[src/rtl/credit_pkg.sv]
// Shared constants, helper function and payload type for the credit-based link blocks.
package credit_pkg;

   localparam int CREDIT_WIDTH_DEFAULT = 64;
   localparam int CREDIT_DEPTH_DEFAULT = 4;

   typedef logic [CREDIT_WIDTH_DEFAULT-1:0] flit_t;

   // Counters must hold the full range 0..n inclusive.
   function automatic int cnt_width(input int n);
      return $clog2(n + 1);
   endfunction

endpackage

[src/rtl/credit_return_ctr.sv]
// Pending-credit counter and registered credit-return pulse; shared with the credit sender side.
module credit_return_ctr
   import credit_pkg::*;
#(
   parameter int  DEPTH = CREDIT_DEPTH_DEFAULT,
   localparam int CNT_W = cnt_width(DEPTH)
) (
   input  logic clk,
   input  logic rst_n,
   input  logic pop,
   output logic cred_ret
);

   logic [CNT_W-1:0] pending;
   logic [CNT_W-1:0] pending_next;
   logic             cred_next;

   // Reset loads DEPTH owed credits, which become the init pulse train.
   always_comb begin
      cred_next    = (pending != '0);
      pending_next = pending - CNT_W'(cred_next) + CNT_W'(pop);
   end

   always_ff @(posedge clk) begin
      if (!rst_n) begin
         pending  <= CNT_W'(DEPTH);
         cred_ret <= 1'b0;
      end else begin
         pending  <= pending_next;
         cred_ret <= cred_next;
      end
   end

endmodule

[src/rtl/credit_rx_fifo.sv]
// Credit-based link receiver: DEPTH-entry FIFO plus credit return.
// Optional CREDIT_RX_OVF_CHECK_EN adds a sticky ovf_err output.
module credit_rx_fifo
   import credit_pkg::*;
#(
   parameter int  WIDTH = CREDIT_WIDTH_DEFAULT,
   parameter int  DEPTH = CREDIT_DEPTH_DEFAULT,
   localparam int CNT_W = cnt_width(DEPTH)
) (
   input  logic             clk,
   input  logic             rst_n,
   input  logic             in_valid,
   input  logic [WIDTH-1:0] in_data,
   output logic             out_valid,
   output logic [WIDTH-1:0] out_data,
   input  logic             out_ready,
   output logic             cred_ret,
   output logic [CNT_W-1:0] count
`ifdef CREDIT_RX_OVF_CHECK_EN
   ,
   output logic             ovf_err
`endif
);

   localparam int               PTR_W = (DEPTH > 1) ? $clog2(DEPTH) : 1;
   localparam logic [PTR_W-1:0] LAST  = PTR_W'(DEPTH - 1);
   localparam logic [CNT_W-1:0] FULL  = CNT_W'(DEPTH);

   logic [WIDTH-1:0] mem [DEPTH];
   logic [PTR_W-1:0] rd_ptr;
   logic [PTR_W-1:0] wr_ptr;
   logic             full;
   logic             wr_en;
   logic             ovf;
   logic             pop;

   function automatic logic [PTR_W-1:0] adv(input logic [PTR_W-1:0] p);
      return (p == LAST) ? '0 : p + 1'b1;
   endfunction

   // Link side has no ready: a write into a full FIFO is dropped, judged on
   // registered count. Consumer side: head transfers when out_valid && out_ready.
   assign full      = (count == FULL);
   assign wr_en     = in_valid && !full;
   assign ovf       = in_valid && full;
   assign out_valid = rst_n && (count != '0);
   assign out_data  = out_valid ? mem[rd_ptr] : '0;
   assign pop       = out_valid && out_ready;

   always_ff @(posedge clk) begin
      if (wr_en) mem[wr_ptr] <= in_data;
   end

   always_ff @(posedge clk) begin
      if (!rst_n) begin
         rd_ptr <= '0;
         wr_ptr <= '0;
         count  <= '0;
      end else begin
         if (wr_en) wr_ptr <= adv(wr_ptr);
         if (pop)   rd_ptr <= adv(rd_ptr);
         count <= count + CNT_W'(wr_en) - CNT_W'(pop);
      end
   end

   credit_return_ctr #(.DEPTH(DEPTH)) u_cred (
      .clk      (clk),
      .rst_n    (rst_n),
      .pop      (pop),
      .cred_ret (cred_ret)
   );

`ifdef CREDIT_RX_OVF_CHECK_EN
   always_ff @(posedge clk) begin
      if (!rst_n) begin
         ovf_err <= 1'b0;
      end else if (ovf) begin
         ovf_err <= 1'b1;
         $error("credit_rx_fifo overflow: dropped flit %h", in_data);
      end
   end
`else
   logic unused_ovf;
   assign unused_ovf = ovf;
`endif

endmodule
[config.mk]
export PLATFORM = sky130hd
export DESIGN_NAME = credit_rx_fifo
export DESIGN_NICKNAME = d
export VERILOG_FILES = /design/src/rtl/credit_pkg.sv /design/src/rtl/credit_return_ctr.sv /design/src/rtl/credit_rx_fifo.sv
export SDC_FILE = /design/constraint.sdc
export NUM_CORES = 1
export LEC_CHECK = 0
export BUFFER_PORTS_ARGS = -buffer_cell sky130_fd_sc_hd__buf_2
export CORE_MARGIN = 4
export CORE_UTILIZATION = 54
export CTS_BUF_LIST = sky130_fd_sc_hd__clkbuf_2
export CTS_CLUSTER_DIAMETER = 50
export DETAILED_ROUTE_END_ITERATION = 8
export MAX_ROUTING_LAYER = met4
export PLACE_DENSITY = 0.78
export SYNTH_ARGS = -nofsm -noshare
export SYNTH_HDL_FRONTEND = slang
export SYNTH_SLANG_ARGS = --single-unit
[constraint.sdc]
create_clock -name clk -period 2.8 [get_ports clk]
set_clock_uncertainty 0.2 [all_clocks]
set_input_delay 0.28 -clock clk [delete_from_list [all_inputs] [get_ports clk]]
set_output_delay 0.28 -clock clk [all_outputs]
set_load 0.03 [all_outputs]
==> flow_summary.yaml, run 1 <==
grt:
  antenna_found_initial: 1
  grt_max_degree: 66
  overflow: 0
  first_global_vias: 6448
  track_usage: 0.211
  grt_pass1_wl_um: 33900
worst_hold_path:
  hp-start: "in_data[56]"
  hp-class: "input port to flop"
  hold_end: "mem[2][56]"
  holdPathStages: 2
yosys:
  syn_avg_cell_area_sq_um: 21.9
  syn_inst: 475
  yosysUniqueCellTypes: 29
  synth_top_area_frac: 0.739
  ys_warn_count: 0
  yosysTopAreaCell: "edfxtp_1"
  synthTopCellsByArea: "edfxtp_1 (74%), mux4_2 (14%), nor2b_1 (3.8%)"
  synth_nets: 553
  synth_area_sq_um: 10400
  ys_seq_area_frac: 0.764
  ys_ff_latch: 269
detailed_routing:
  wl_um: 22000
  num_vias: 5761
  vias_per_cell: 5.20
  drtIter0Drc: 292
  drc: 0
  firstDrtPassIters: 4
  routedWlPerCell_um: 19.9
  drtAntennaViolNets: 0
pwr:
  p_leak_nw: 4.95
  power_w: 0.0116
  power.density_nw_per_um2: 846
  ir_drop_mv: 0.664
critical_path:
  cp.required_ns: 2.32
  crit_arrival_ns: 2.35
  crit_family: "buffers and inverters"
  r2r_start: "count[2]"
  r2r-end: "count[2]"
  crit_path_max_fanout: 7
  endpoint_kind: "output pin"
  crit_chain: "buf_12, clkbuf_16, mux4_2, nor2b_1, buf_4"
  max_stage_delay_ns: 0.49
  rrSetupSlack_ns: 0.21
  worst_r2r_path_depth: 11
  critPathLaunchType: "flop"
  slowest_stage: "mux4_2"
  path_buf_inv: 3
  criticalPathCategory: "flop to output pin"
sta:
  worst_pin_slew_ns: 0.504
  slew_headroom: 0.664
  grt_setup_unrepaired: "yes"
  period_share: 1.01
  post-route-min-period_ns: 2.83
  hold_viol: 0
  fmax_ghz: 0.353
  fin_ws_ns: -0.0314
  whs_ns: 0.0874
  setup_viol: 29
  slew_violations: 0
job:
  maxCapViolations: 0
clocking:
  clkLatencyLatePin_ns: 0.78
  tritoncts: "built"
  htreeDepth: 3
  cts.clk_slew.worst_paths_ns: 0.11
  clockRootBuffer: "clkbuf_2"
  numCtsBuffers: 67
  cts_sinks: 269
  clock_path_buffers: 3
floorplanning:
  io_pins: 137
  fp-row-count: 50
  die_w_um: 147
  initial_core_util: 0.553
  die_area_sq_um: 21600
  dieHeight_um: 147
  core-area_sq_um: 18800
placed_design:
  place_hpwl_um: 11700
  pre_cts_ws_ns: 0.137
  portBuffers: 136
  dp.cells: 865
  place_congestion: 0.775
status:
  violations: "negative setup slack"
  status: "complete, but fails checks"
cells_and_area:
  drive_above_1_share: 0.420
  final.fill_count: 1149
  area.growth.synth_to_final_pct: 31.8
  seq_area_sq_um: 7960
  final_nets: 881
  final_cells: 1108
  multi_input_area_sq_um: 2280
[synth_stat cells]
cell type	instances
and2_1	3
and2_4	1
dfxtp_1	13
o21ai_1	5
buf_6	1
nor2b_1	64
fa_1	2
xnor2_1	3
nor2_1	2
nand4_1	1
clkbuf_2	1
mux2i_1	1
clkbuf_1	4
or3b_1	1
edfxtp_1	256
and3_1	5
buf_12	6
o31ai_1	1
ha_1	8
xor2_1	1
or3_1	1
nand2b_1	2
nand2_1	8
mux4_2	64
o311a_1	1
buf_2	11
inv_1	6
inv_2	1
nor2b_4	2
[layout make-up]
| cell class | count | share of cell area |
|---|---|---|
| flip-flops and latches | 269 | 0.580 |
| repair buffers | 282 | 0.184 |
| multi-input cells | 176 | 0.166 |
| clock buffers | 101 | 0.0368 |
| well taps | 260 | 0.0237 |
| clock inverters | 12 | 0.00711 |
| inverters | 7 | 0.00192 |
| diodes | 1 | 0.000182 |
[metrics by stage]
step	utilization	TNS [ns]	area (sq um)
global placement	0.609	0	11500
global route	0.729	-8.64	13700
detailed placement	0.609	0	11500
floorplan	-	0	10400
finish	0.729	-0.281	13700
CTS	0.713	-4.15	13400
[kinds of logic after synthesis]
family / after synthesis / synth area share
DFF: 269 / 0.764
and+or+nand+nor: 90 / 0.0536
muxes: 65 / 0.139
buffers and inverters: 30 / 0.0224
adders and majority gates: 10 / 0.0135
AOI/OAI and AO/OA: 7 / 0.00409
xor gates and xnor gates: 4 / 0.00337
[registers in the layout, summed over array words and instances, names as in the netlist, named ones only]
name and cells:
u_cred.pending 3, mem 256, wr_ptr 2, rd_ptr 2
count 3, u_cred.cred_ret 1
[worst register-to-register path, stage by stage (launching register included)]
cell     delay [ns]
dfxtp_4        0.42
or3b_1         0.40
and2_4         0.20
inv_2          0.05
ha_1           0.22
inv_1          0.07
ha_1           0.13
inv_1          0.05
fa_2           0.35
xnor2_2        0.14
xnor2_1        0.12
and2_1         0.16
[how the worst max path moves through the flow]
stage                        end  slack [ns]  cells past startpoint
floorplan               count[2]        0.06                     11
global placement        count[2]        0.24                     11
detailed placement      count[2]        0.14                     11
CTS                 out_data[39]       -0.12                      5
global route        out_data[20]       -0.18                      5
finish               out_data[7]       -0.03                      5
[routing by layer]
metal  track usage  wire length [um]  vias up
li1              -                 -     2611
met1         0.249              8740     2936
met2         0.360             12000      189
met3        0.0518              1040       25
met4        0.0668               230        0
met5             -                 0        -
[placed cells by master (no fill, tap or decap), types with 5 or more instances in the layout]
cell type	n
dfxtp_1	8
buf_16	5
o21ai_1	5
nor2b_1	60
inv_1	6
buf_12	8
ha_1	8
clkbuf_2	101
mux4_2	64
clkinv_1	7
buf_6	6
dlygate4sd3_1	116
nand2_1	8
edfxtp_1	256
buf_2	72
buf_4	71
[repair_timing]
item	in CTS	in global routing
cloned	2	4
hold buffers	108	8
gates resized for setup	57	44
setup endpoints to repair	59	66
hold endpoints to repair	402	23
setup buffers	6	1
[power breakdown]
part / internal [W] / switching (W)
combinational: 0.00197 / 0.00204
sequential: 0.00487 / 0.000162
clock: 0.00113 / 0.00144
total: 0.00797 / 0.00364
(Power assumes the default switching activity.)
==> run 2: changes to the inputs <==
--- a/config.mk
+++ b/config.mk
@@ -6,6 +6,7 @@
 export NUM_CORES = 1
 export LEC_CHECK = 0
 export BUFFER_PORTS_ARGS = -buffer_cell sky130_fd_sc_hd__buf_2
+export CORE_ASPECT_RATIO = 1.75
 export CORE_MARGIN = 4
 export CORE_UTILIZATION = 54
 export CTS_BUF_LIST = sky130_fd_sc_hd__clkbuf_2
==> flow_summary.yaml, run 2 (same netlist as run 1, synthesis figures left out) <==
clocking:
  cts_sinks: 269
  clockRootBuffer: "clkbuf_2"
  tritoncts: "built"
  htreeDepth: 2
  clock_path_buffers: 3
  clkLatencyLatePin_ns: 0.80
  cts.clk_slew.worst_paths_ns: 0.12
  numCtsBuffers: 54
cells_and_area:
  largest_reg_flops: 256
  fin_area_sq_um: 14100
  final_nets: 877
  seq_area_sq_um: 7960
  final_cell_mix: "edfxtp_1 (256), dlygate4sd3_1 (122), clkbuf_2 (84)"
  drive_above_1_share: 0.438
  reg_top3: "mem (256), count (3), u_cred.pending (3)"
  top_register: "mem"
  multi_input_area_sq_um: 2480
  final.fill_count: 1020
  area.growth.synth_to_final_pct: 35.1
  final_common_cell: "edfxtp_1"
job:
  maxCapViolations: 0
grt:
  track_usage: 0.223
  overflow: 0
  first_global_vias: 6471
  grt_max_degree: 66
  antenna_found_initial: 2
  grt_pass1_wl_um: 35500
pwr:
  p_comb_frac: 0.383
  ir_drop_mv: 0.625
  power.density_nw_per_um2: 849
  p_leak_nw: 5.10
  swShare: 0.326
  intPower_w: 0.00804
  netSwitchingPower_w: 0.00390
  power.share.clock: 0.194
  sequentialPowerShare: 0.424
worst_hold_path:
  holdPathStages: 2
  hp-class: "input port to flop"
critical_path:
  max_stage_delay_ns: 0.55
  crit_chain: "buf_12, buf_16, mux4_2, nor2b_4, buf_6"
  crit_path_max_fanout: 7
  crit_family: "multiplexers"
  slowest_stage: "mux4_2"
  worstSetupPathDepth: 5
  worst_r2r_path_depth: 11
  criticalPathCategory: "flop to output pin"
  crit_arrival_ns: 2.39
  endpoint_kind: "output pin"
  cp.required_ns: 2.32
  critPathLaunchType: "flop"
  rrSetupSlack_ns: 0.17
  path_buf_inv: 3
status:
  status: "complete, but fails checks"
  violations: "negative setup slack"
sta:
  slew_headroom: 0.680
  fmax_ghz: 0.348
  period_share: 1.03
  setup_viol: 41
  hold_viol: 0
  grt_setup_unrepaired: "yes"
  post-route-min-period_ns: 2.87
  worst_pin_slew_ns: 0.480
  fin_ws_ns: -0.0717
  slew_violations: 0
placed_design:
  place_congestion: 0.784
  place_hpwl_um: 12300
  pre_cts_ws_ns: 0.126
  placed_area_sq_um: 11500
  portBuffers: 136
detailed_routing:
  firstDrtPassIters: 7
  num_vias: 5924
  drc: 0
  wl_um: 25000
  drtIter0Drc: 397
  vias_per_cell: 5.48
  routedWlPerCell_um: 23.2
  drtAntennaViolNets: 0
floorplanning:
  core-area_sq_um: 18700
  fp-row-count: 66
  initial_core_util: 0.555
  die_area_sq_um: 21600
  io_pins: 137
  dieHeight_um: 192
  die_w_um: 113
## run 2: cell types whose count changed in the layout (fill, tap and decap cells not counted), sizes merged
| cell | delta |
|---|---|
| bufinv | -1 |
| clkbuf | -14 |
| clkinv | +4 |
| diode | +1 |
| dlygate4sd3 | +6 |
| inv | -1 |
## run 2: area by class of cell
class                      count  share of cell area
antenna                        2            0.000356
clock buffer                  84              0.0299
inverter                       7             0.00187
multi-input combinational    176               0.176
tap                          238              0.0212
timing repair buffer         291               0.198
sequential                   269               0.566
clock inverter                14             0.00587
## run 2: final timing paths
check | end | startpoint
setup / recovery | out_data[34] | flop
hold / removal | mem[0][4] | in_data[4]
hold reg to reg | flop | rd_ptr[1]
setup reg to reg | count[2] | count[1]
## run 2: per-stage QoR
step,total power [W],util,hold slack (ns),instances,setup TNS (ns)
floorplan,0.00753,-,0.179,475,0
global placement,0.00827,0.611,0.257,844,0
detailed placement,0.00837,0.611,0.278,844,0
CTS,0.0113,0.722,0.000701,1072,-5.50
global route,0.0125,0.750,-0.00536,1081,-8.81
finish,0.0119,0.750,0.0467,1081,-1.01
## run 2: routing by layer
layer / routed length (um) / global-route usage / part of all wire / vias up
met5: 0 / - / 0 / -
met3: 1380 / 0.0363 / 0.055 / 63
met4: 922 / 0.0953 / 0.037 / 0
met2: 14000 / 0.382 / 0.56 / 254
li1: - / - / - / 2612
met1: 8740 / 0.261 / 0.35 / 2995
## run 2: worst reg2reg max path, stage by stage, from the launching register on
cell and delay, ns:
dfxtp_2 0.39, or3b_1 0.42, and2_4 0.19, inv_2 0.04, ha_1 0.21, inv_1 0.06, ha_1 0.14, inv_1 0.06
fa_1 0.38, xnor2_1 0.15, xnor2_1 0.12, and2_1 0.16
## run 2: what timing repair did
item | 4_1_cts | 5_1_grt
gates resized for setup | 74 | 99
hold endpoints to repair | 431 | 3
cloned | 5 | 6
pin swaps | 0 | 1
buffers inserted | 4 | 0
endpoints found under the setup margin | 64 | 66
hold buffers | 121 | 1
## run 2: power groups by stage
stage | registers, W | clock network, W | logic, W
floorplan | 0.00509 | 0 | 0.00245
global placement | 0.00509 | 0 | 0.00318
detailed placement | 0.00514 | 0 | 0.00324
CTS | 0.00503 | 0.00233 | 0.00391
global route | 0.00509 | 0.00259 | 0.00481
finish | 0.00506 | 0.00231 | 0.00457
